==> config.mk <==
export PLATFORM = sky130hd
export DESIGN_NAME = uart_tx_param
export DESIGN_NICKNAME = d
export VERILOG_FILES = /design/src/rtl/uart_pkg.sv /design/src/rtl/uart_fifo.sv /design/src/rtl/uart_tx_param.sv
export SDC_FILE = /design/constraint.sdc
export NUM_CORES = 1
export LEC_CHECK = 0
export ABC_AREA = 1
export ABC_CLOCK_PERIOD_IN_PS = 5000
export CORE_MARGIN = 2
export CORE_UTILIZATION = 65
export CTS_BUF_LIST = sky130_fd_sc_hd__clkbuf_4
export CTS_CLUSTER_DIAMETER = 200
export DETAILED_ROUTE_END_ITERATION = 6
export PLACE_DENSITY_LB_ADDON = 0.05
export SYNTH_ARGS = -nofsm -noshare
export SYNTH_HDL_FRONTEND = slang
export SYNTH_SLANG_ARGS = --single-unit
==> constraint.sdc <==
create_clock -name clk -period 5 [get_ports clk]
set_input_delay 0.75 -clock clk [delete_from_list [all_inputs] [get_ports clk]]
set_output_delay 0.75 -clock clk [all_outputs]
set_load 0.005 [all_outputs]
==> src/rtl/uart_pkg.sv <==
// Shared types and constants for the parametrised UART transmitter.
package uart_pkg;

  typedef enum logic [1:0] {
    PAR_NONE = 2'd0,
    PAR_EVEN = 2'd1,
    PAR_ODD  = 2'd2
  } parity_t;

  typedef enum logic [2:0] {
    IDLE,
    START,
    DATA,
    PAR,
    STOP
  } tx_state_t;

  localparam int unsigned BAUD_19200_50M = 2604;

endpackage

==> src/rtl/uart_fifo.sv <==
// Synchronous first-word-fall-through FIFO with registered full/empty/count.
module uart_fifo #(
  parameter int unsigned WIDTH = 8,
  parameter int unsigned DEPTH = 4
) (
  input  logic                     clk,
  input  logic                     rst,
  input  logic                     wr_en,
  input  logic [WIDTH-1:0]         wr_data,
  input  logic                     rd_en,
  output logic [WIDTH-1:0]         rd_data,
  output logic                     full,
  output logic                     empty,
  output logic [$clog2(DEPTH):0]   count
);

  localparam int unsigned AW = $clog2(DEPTH);
  localparam int unsigned CW = AW + 1;

  logic [WIDTH-1:0] mem [DEPTH];
  logic [AW-1:0]    wr_ptr;
  logic [AW-1:0]    rd_ptr;
  logic             do_wr;
  logic             do_rd;
  logic [CW-1:0]    count_nxt;

  // A write while full is dropped even if a pop happens on the same edge.
  assign do_wr   = wr_en && !full;
  assign do_rd   = rd_en && !empty;
  assign rd_data = mem[rd_ptr];

  always_comb begin
    count_nxt = count;
    if (do_wr && !do_rd)
      count_nxt = count + CW'(1);
    else if (!do_wr && do_rd)
      count_nxt = count - CW'(1);
  end

  always_ff @(posedge clk or posedge rst) begin
    if (rst) begin
      wr_ptr <= '0;
      rd_ptr <= '0;
      count  <= '0;
      full   <= 1'b0;
      empty  <= 1'b1;
    end else begin
      if (do_wr) wr_ptr <= wr_ptr + AW'(1);
      if (do_rd) rd_ptr <= rd_ptr + AW'(1);
      count <= count_nxt;
      full  <= (count_nxt == CW'(DEPTH));
      empty <= (count_nxt == '0);
    end
  end

  always_ff @(posedge clk) begin
    if (do_wr) mem[wr_ptr] <= wr_data;
  end

endmodule

==> src/rtl/uart_tx_param.sv <==
// Parametrised UART transmitter: FIFO-fed framer with configurable baud, width,
// parity and stop bits; frames queued in the FIFO go out with no idle gap.
module uart_tx_param
  import uart_pkg::*;
#(
  parameter int unsigned BAUD_DIV   = BAUD_19200_50M,
  parameter int unsigned DATA_BITS  = 8,
  parameter int unsigned PARITY     = 0,
  parameter int unsigned STOP_BITS  = 1,
  parameter int unsigned FIFO_DEPTH = 4
) (
  input  logic                          clk,
  input  logic                          rst,
  input  logic                          tx_start,
  input  logic [DATA_BITS-1:0]          tx_data,
  output logic                          tx_rdy,
  output logic                          tx,
  output logic                          tx_busy,
  output logic                          tx_done,
  output logic [$clog2(FIFO_DEPTH):0]   fifo_cnt
);

  localparam parity_t PMODE = parity_t'(2'(PARITY));

  tx_state_t            state;
  logic [11:0]          baud_cnt;
  logic [3:0]           bit_cnt;
  logic [DATA_BITS-1:0] shreg;
  logic                 par_bit;

  logic                 fifo_full;
  logic                 fifo_empty;
  logic [DATA_BITS-1:0] fifo_data;
  logic                 pop;
  logic                 baud_end;
  logic                 last_data;
  logic                 last_stop;

  assign tx_rdy    = !fifo_full;
  assign baud_end  = (baud_cnt == 12'(BAUD_DIV - 1));
  assign last_data = (bit_cnt == 4'(DATA_BITS - 1));
  assign last_stop = (bit_cnt == 4'(STOP_BITS - 1));
  // Pop when idle, or at the end of the last stop bit for a zero-gap follow-on.
  assign pop = !fifo_empty &&
               ((state == IDLE) || (state == STOP && baud_end && last_stop));

  uart_fifo #(
    .WIDTH (DATA_BITS),
    .DEPTH (FIFO_DEPTH)
  ) u_fifo (
    .clk     (clk),
    .rst     (rst),
    .wr_en   (tx_start && tx_rdy),
    .wr_data (tx_data),
    .rd_en   (pop),
    .rd_data (fifo_data),
    .full    (fifo_full),
    .empty   (fifo_empty),
    .count   (fifo_cnt)
  );

  always_ff @(posedge clk or posedge rst) begin
    if (rst) begin
      state    <= IDLE;
      baud_cnt <= '0;
      bit_cnt  <= '0;
      shreg    <= '0;
      par_bit  <= 1'b0;
      tx       <= 1'b1;
      tx_busy  <= 1'b0;
      tx_done  <= 1'b0;
    end else begin
      tx_done <= 1'b0;
      if (state != IDLE)
        baud_cnt <= baud_end ? 12'd0 : baud_cnt + 12'd1;

      case (state)
        IDLE: begin
          if (pop) begin
            state    <= START;
            shreg    <= fifo_data;
            par_bit  <= (^fifo_data) ^ (PMODE == PAR_ODD);
            baud_cnt <= '0;
            bit_cnt  <= '0;
            tx       <= 1'b0;
            tx_busy  <= 1'b1;
          end
        end
        START: begin
          if (baud_end) begin
            state   <= DATA;
            bit_cnt <= '0;
            tx      <= shreg[0];
          end
        end
        DATA: begin
          if (baud_end) begin
            if (last_data) begin
              bit_cnt <= '0;
              if (PMODE != PAR_NONE) begin
                state <= PAR;
                tx    <= par_bit;
              end else begin
                state <= STOP;
                tx    <= 1'b1;
              end
            end else begin
              shreg   <= shreg >> 1;
              tx      <= shreg[1];
              bit_cnt <= bit_cnt + 4'd1;
            end
          end
        end
        PAR: begin
          if (baud_end) begin
            state   <= STOP;
            bit_cnt <= '0;
            tx      <= 1'b1;
          end
        end
        STOP: begin
          if (baud_end) begin
            if (last_stop) begin
              tx_done <= 1'b1;
              bit_cnt <= '0;
              if (pop) begin
                state   <= START;
                shreg   <= fifo_data;
                par_bit <= (^fifo_data) ^ (PMODE == PAR_ODD);
                tx      <= 1'b0;
              end else begin
                state   <= IDLE;
                tx      <= 1'b1;
                tx_busy <= 1'b0;
              end
            end else begin
              bit_cnt <= bit_cnt + 4'd1;
            end
          end
        end
        default: begin
          state   <= IDLE;
          tx      <= 1'b1;
          tx_busy <= 1'b0;
        end
      endcase
    end
  end

endmodule

-- Word level (Yosys, flattened, before mapping)
Memories as Yosys holds them, arrays and structs flattened.
Index checks and enable logic that the tools add are counted.
- logic and storage cells: 110
- output and inout bits: 7
- bits of input ports: 11
- RAM bits: 32
- memories kept: 1
- bits in registers: 39
- bitwise gates (word level): 1
- reductions and logical operators: 26
- equal/unequal tests: 17
- muxes and demuxes: 47
- add/sub/neg operators: 6
- memories (name ; words ; width ; read ports ; clocked after Yosys merged registers in ; write ports ; line ; source):
    u_fifo.mem ; 4 ; 8 ; 1 ; 0 ; 1 ; uart_fifo.sv:20 ; logic [WIDTH-1:0] mem [DEPTH];
- operators by type and width (kind ; count):
    2-to-1 mux 12 bit ; 4
    2-to-1 mux 8 bit ; 5
    2-to-1 mux 3 bit ; 9
    2-to-1 mux 4 bit ; 6
    one-hot mux 8 bit (3 select lines) ; 1
    2-to-1 mux 1 bit ; 18
    inequality test 2 bit, second input constant ; 8
    one-hot mux 4 bit (4 select lines) ; 1
    one-hot mux 3 bit (5 select lines) ; 1
    AND reduction 5 bit ; 3
    adder 12 x 1 -> 12 bit, second input constant ; 1
    equality test 12 bit, second input constant ; 1
    logical AND 1 bit ; 8
    AND reduction 7 bit ; 1
    equality test 3 x 2 -> 1 bit, second input constant ; 2
    equality test 3 bit, second input constant ; 2
    logical NOT 3 bit ; 2
    AND reduction 6 bit ; 1
    nonzero test 3 bit ; 2
    one-hot mux 1 bit (5 select lines) ; 1
    adder 2 x 1 -> 2 bit, second input constant ; 2
    adder 4 x 1 -> 4 bit, second input constant ; 1
    equality test 4 x 3 -> 1 bit, second input constant ; 1
    logical NOT 1 bit ; 4
    11 further kinds ; 12

-- Longest topological paths before layout
- depth in word-level cells: 10
- depth in mapped cells: 15
- depth with buffers taken out: 15

-- Modules after synthesis
Synthesis repeated with hierarchy kept, for this count alone.
- cell total of the unflattened synthesis: 418
- area total of the unflattened synthesis: 3698.5 µm²
- modules (own cells, without submodules) (module ; seq. area each (µm²) ; area an instance (µm²) ; cells each ; times used):
    uart_tx_param ; 752.0 ; 1869.3 ; 257 ; 1
    uart_fifo ; 1187.4 ; 1829.3 ; 161 ; 1

-- Worst setup path after synthesis
Ideal clock, no wire load.
- kind: register to register
- start point: reg baud_cnt[0]
- end point: reg shreg[2]
- library setup time: 0.126 ns
- setup slack: 3.326 ns
- buffers on the path: 1
- data required time: 4.874 ns
- data arrival time: 1.548 ns
- stages on the path, launching flop included: 12
- period minus slack after synthesis: 1.674 ns
- cells stage by stage: dfrtp_1 -> ha_1 -> nand2_1 -> clkinv_1 -> nand2_1 -> nor2_1 -> nand3_1 -> nand2_2 -> nand2_4 -> a22oi_4 -> buf_6 -> o21ai_0
- cells in the longest elaborated chain, start to end: 9
- elaborated cells on any way between the ends: 12
- classes of those cells: eq/ne (3); mux (4); reduce/logical (5)
- RTL lines (element ; line ; source):
    start, declared ; uart_tx_param.sv:26 ; logic [11:0] baud_cnt;
    start signal, assigned ; uart_tx_param.sv:75 ; baud_cnt <= baud_end ? 12'd0 : baud_cnt + 12'd1;
    equality test 12 bit (*) ; uart_tx_param.sv:40 ; assign baud_end = (baud_cnt == 12'(BAUD_DIV - 1));
    logical AND 1 bit (2 in a row) ; uart_tx_param.sv:45 ; ((state == IDLE) || (state == STOP && baud_end && last_stop));
    logical OR 1 bit ; uart_tx_param.sv:45 ;
    logical AND 1 bit ; uart_tx_param.sv:44 ; assign pop = !fifo_empty &&
    2-to-1 mux 8 bit (3 in a row) ; n/a ;
    one-hot mux 8 bit (3 select lines) ; n/a ;
    end signal, assigned ; uart_tx_param.sv:81 ; shreg <= fifo_data;
    end signal, assigned ; uart_tx_param.sv:108 ; shreg <= shreg >> 1;
    end signal, assigned ; uart_tx_param.sv:128 ; shreg <= fifo_data;
    end, declared ; uart_tx_param.sv:28 ; logic [DATA_BITS-1:0] shreg;
Every way passes the cells marked *; elsewhere a longest branch is shown, timed or not. The select of a mux whose other input is x is not followed.
A chain may end at the register's enable or synchronous reset.

-- Worst setup path in the final report
- start point: reg tx
- end point: out tx
- RTL lines (element ; line ; source):
    start, declared ; uart_tx_param.sv:17 ; output logic tx,
    start signal, assigned ; uart_tx_param.sv:93 ; tx <= shreg[0];
    start signal, assigned ; uart_tx_param.sv:102 ; tx <= par_bit;
    start signal, assigned ; uart_tx_param.sv:109 ; tx <= shreg[1];
No word-level cell between the ends.

==> results.md <==
* Setup Fix Bufs, Post-CTS at 0
* Synth warn at 0
* CP Class: reg -> out
* Post-synth net total at 394
* CTS Buf Count at 9
* Util after Layout at 0.754
* Post-DP HPWL at 4850 µm
* R2r startpoint: u_fifo.rd_ptr[0]
* Tmin final at 2.19 ns
* Initial antenna violation count at 0
* Final Setup Violations at 0
* Vias in the first global route at 2532
* Clock root buffer: clkbuf_4
* Critical-path top delay cell: dfstp_2
* R2r worst-path depth at 7
* Port bufs at 17
* Worst setup SP type: flip-flop
* # rows at 26
* Register area share after synthesis at 0.565
* Die Y at 76.7 µm
* CTS tree: built
* Maxcap violations at 0
* DR vias at 2563
* Pwr Total at 0.00143 W
* WP depth at 1
* Detail Route Antenna Nets at 0
* Largest cells by area after synthesis: edfxtp_1 28%, dfrtp_1 27%, nand2_1 10%, inv_1 5.4%, nand3_1 4.8%
* Top_reg_cell synth: dfrtp_1
* Status: finished clean
* DR WL/cell at 14.4 µm
* Fin crit share at 0.439
* Vias per cell at 5.43
* GP Congestion at 0.869
* CP startpoint: tx
* Die X at 76.7 µm
* Mean post-synth cell area at 9.18 µm²
* Area grow syn2layout at 12.1%
* Worst setup endpoint: tx
* Max Root-Sink Buffers at 2
* DRT iter0 DRCs at 295
* Grt ovf at 0
* Synth top area share at 0.280
* Worst min path class: reg -> reg
* Placed instance area at 3660 µm²
* CP max FO at 2
* Layout Nets at 417
* Initial Utilization at 0.672
* CP required at 4.25 ns
* Maximum vdd drop at 333 µV
* Crit end category: primary output
* Residual DRC at 0
* Final Max Slew Viols at 0
* Crit-path cells: clkdlybuf4s50_1
* CP arrival at 1.44 ns
* Synth unique cells at 37
* Actual slew at the worst max-slew pin at 0.687 ns
* Clock latency on the worst-skew pair at 0.42 ns
* Setup_tns at 0 ns
* Post-synth EDFFs at 32
* Synth Register Bits at 71
* Final hold violation count at 0
* R2R Setup Slk at 2.86 ns
* Post-Place Cells at 456
* I/O Pins at 18
* Largest net degree at the start of global routing at 40
* CTS HTree Levels at 3
* Most numerous cell in the Yosys netlist: nand2_1
* Post_cts resized at 0
* Family with the most delay on the worst path: flip-flops
* Area leader, netlist: edfxtp_1
* DIE AREA at 5880 µm²
* Worst-path clk slew at 0.11 ns
* Fraction of layout cells with a size suffix above 1 at 0.0796
* Max frequency at 456 MHz
* Gate Count Post-Synth at 374
* Total track usage at 0.256
* Detailed Route WL at 6780 µm
* Commonest cells post-synth: 92 x nand2_1, 49 x inv_1, 37 x dfrtp_1
* LEAKAGE at 1.72 nW
* DRT Pass-1 Iters at 5
* Core outline area at 5110 µm²
* Rel. slew slack at 0.540
* First-pass GRT wire length at 11700 µm
* Async set-or-reset flop fraction in the synthesized netlist at 0.549
* R2R Path End: shreg[2]
* Finished layout cell area at 3850 µm²
* Buf+Inv Stages, Crit Path at 1
* Final cell count without fillers at 472
* Antenna cells at 0
* Mapped Area at 3430 µm²
* Delay of the slowest cell on the worst path at 0.55 ns
* Power Density at 372 nW/µm²
* Worst Skew at 0.0157 ns
* # clock sinks at 71
* RSZ-0062 raised after global routing: false
* Post-CTS Hold Buffers at 0
[layer usage]
| metal | vias to the layer above | routed length (µm) | global-route usage |
|---|---|---|---|
| met5 | - | 0 | 0 |
| met4 | 0 | 87 | 0.0709 |
| met3 | 13 | 360 | 0.0588 |
| met2 | 67 | 3270 | 0.410 |
| met1 | 1202 | 3060 | 0.357 |
| li1 | 1281 | - | - |
[power breakdown]
group,switching (W),leakage (nW),internal (W)
registers,0.0000350,0.776,0.000697
clock network,0.000199,0.100,0.000258
logic,0.000146,0.845,0.0000971
[state kept, by name (all words and copies together) (netlist names)]
register / flops
baud_cnt: 12
bit_cnt: 4
shreg: 8
state: 3
tx: 1
tx_busy: 1
tx_done: 1
u_fifo.count: 3
u_fifo.empty: 1
u_fifo.full: 1
u_fifo.mem: 32
u_fifo.rd_ptr: 2
u_fifo.wr_ptr: 2
[layout by cell type, fill, tap and decap left out, types with 3 or more instances in the layout]
master	count
o21ai_0	26
nand2_2	3
dfrtp_1	37
inv_1	49
bufinv_16	3
o21ai_2	3
nor3_1	7
xor2_1	9
nor2_1	32
nand2_1	92
nand3_1	33
ha_1	9
edfxtp_1	32
o22ai_1	4
clkdlybuf4s50_1	17
a21oi_1	9
clkbuf_4	10
[cell type report]
type                            count  area, µm²
Timing Repair Buffer               18        178
Clock buffer                       10       75.1
Multi-Input combinational cell    245       1260
Sequential cell                    71       1940
Fill cell                         373       1260
Tap cell                           70       87.6
Clock inverter                      6        109
Inverter                           52        195
[tightest hold or removal path: cells and delay by family (launching register included)]
family           cells  cell delay, ns
AND/OR/NAND/NOR      1            0.05
flip-flops           1            0.36
AO/OA/AOI/OAI        1            0.06
[per-stage QoR]
step	setup slack, ns	hold slack (ns)
floorplan	3.33	0.476
global placement	2.70	0.473
detailed placement	2.65	0.473
CTS	2.79	0.499
global route	2.63	0.528
finish	2.81	0.496
[worst min-delay path by stage]
stage	startpoint	to	slack, ns	depth (start not counted)
after global placement	tx_busy	tx_busy	0.47	2
final	tx_busy	tx_busy	0.50	2
after global routing	tx	tx	0.53	2
after detailed placement	tx_busy	tx_busy	0.47	2
after CTS	tx_busy	tx_busy	0.50	2
after floorplan	tx_busy	tx_busy	0.48	2
[cell families after synthesis]
| group | count (synthesis) | share of synthesized area |
|---|---|---|
| buf+inv | 58 | 0.0664 |
| simple gates | 174 | 0.217 |
| compound gates | 52 | 0.0933 |
| fa+ha+maj | 9 | 0.0328 |
| flops | 71 | 0.565 |
| xor+xnor | 10 | 0.0255 |
No activity file was read; power rests on OpenSTA's default activity.
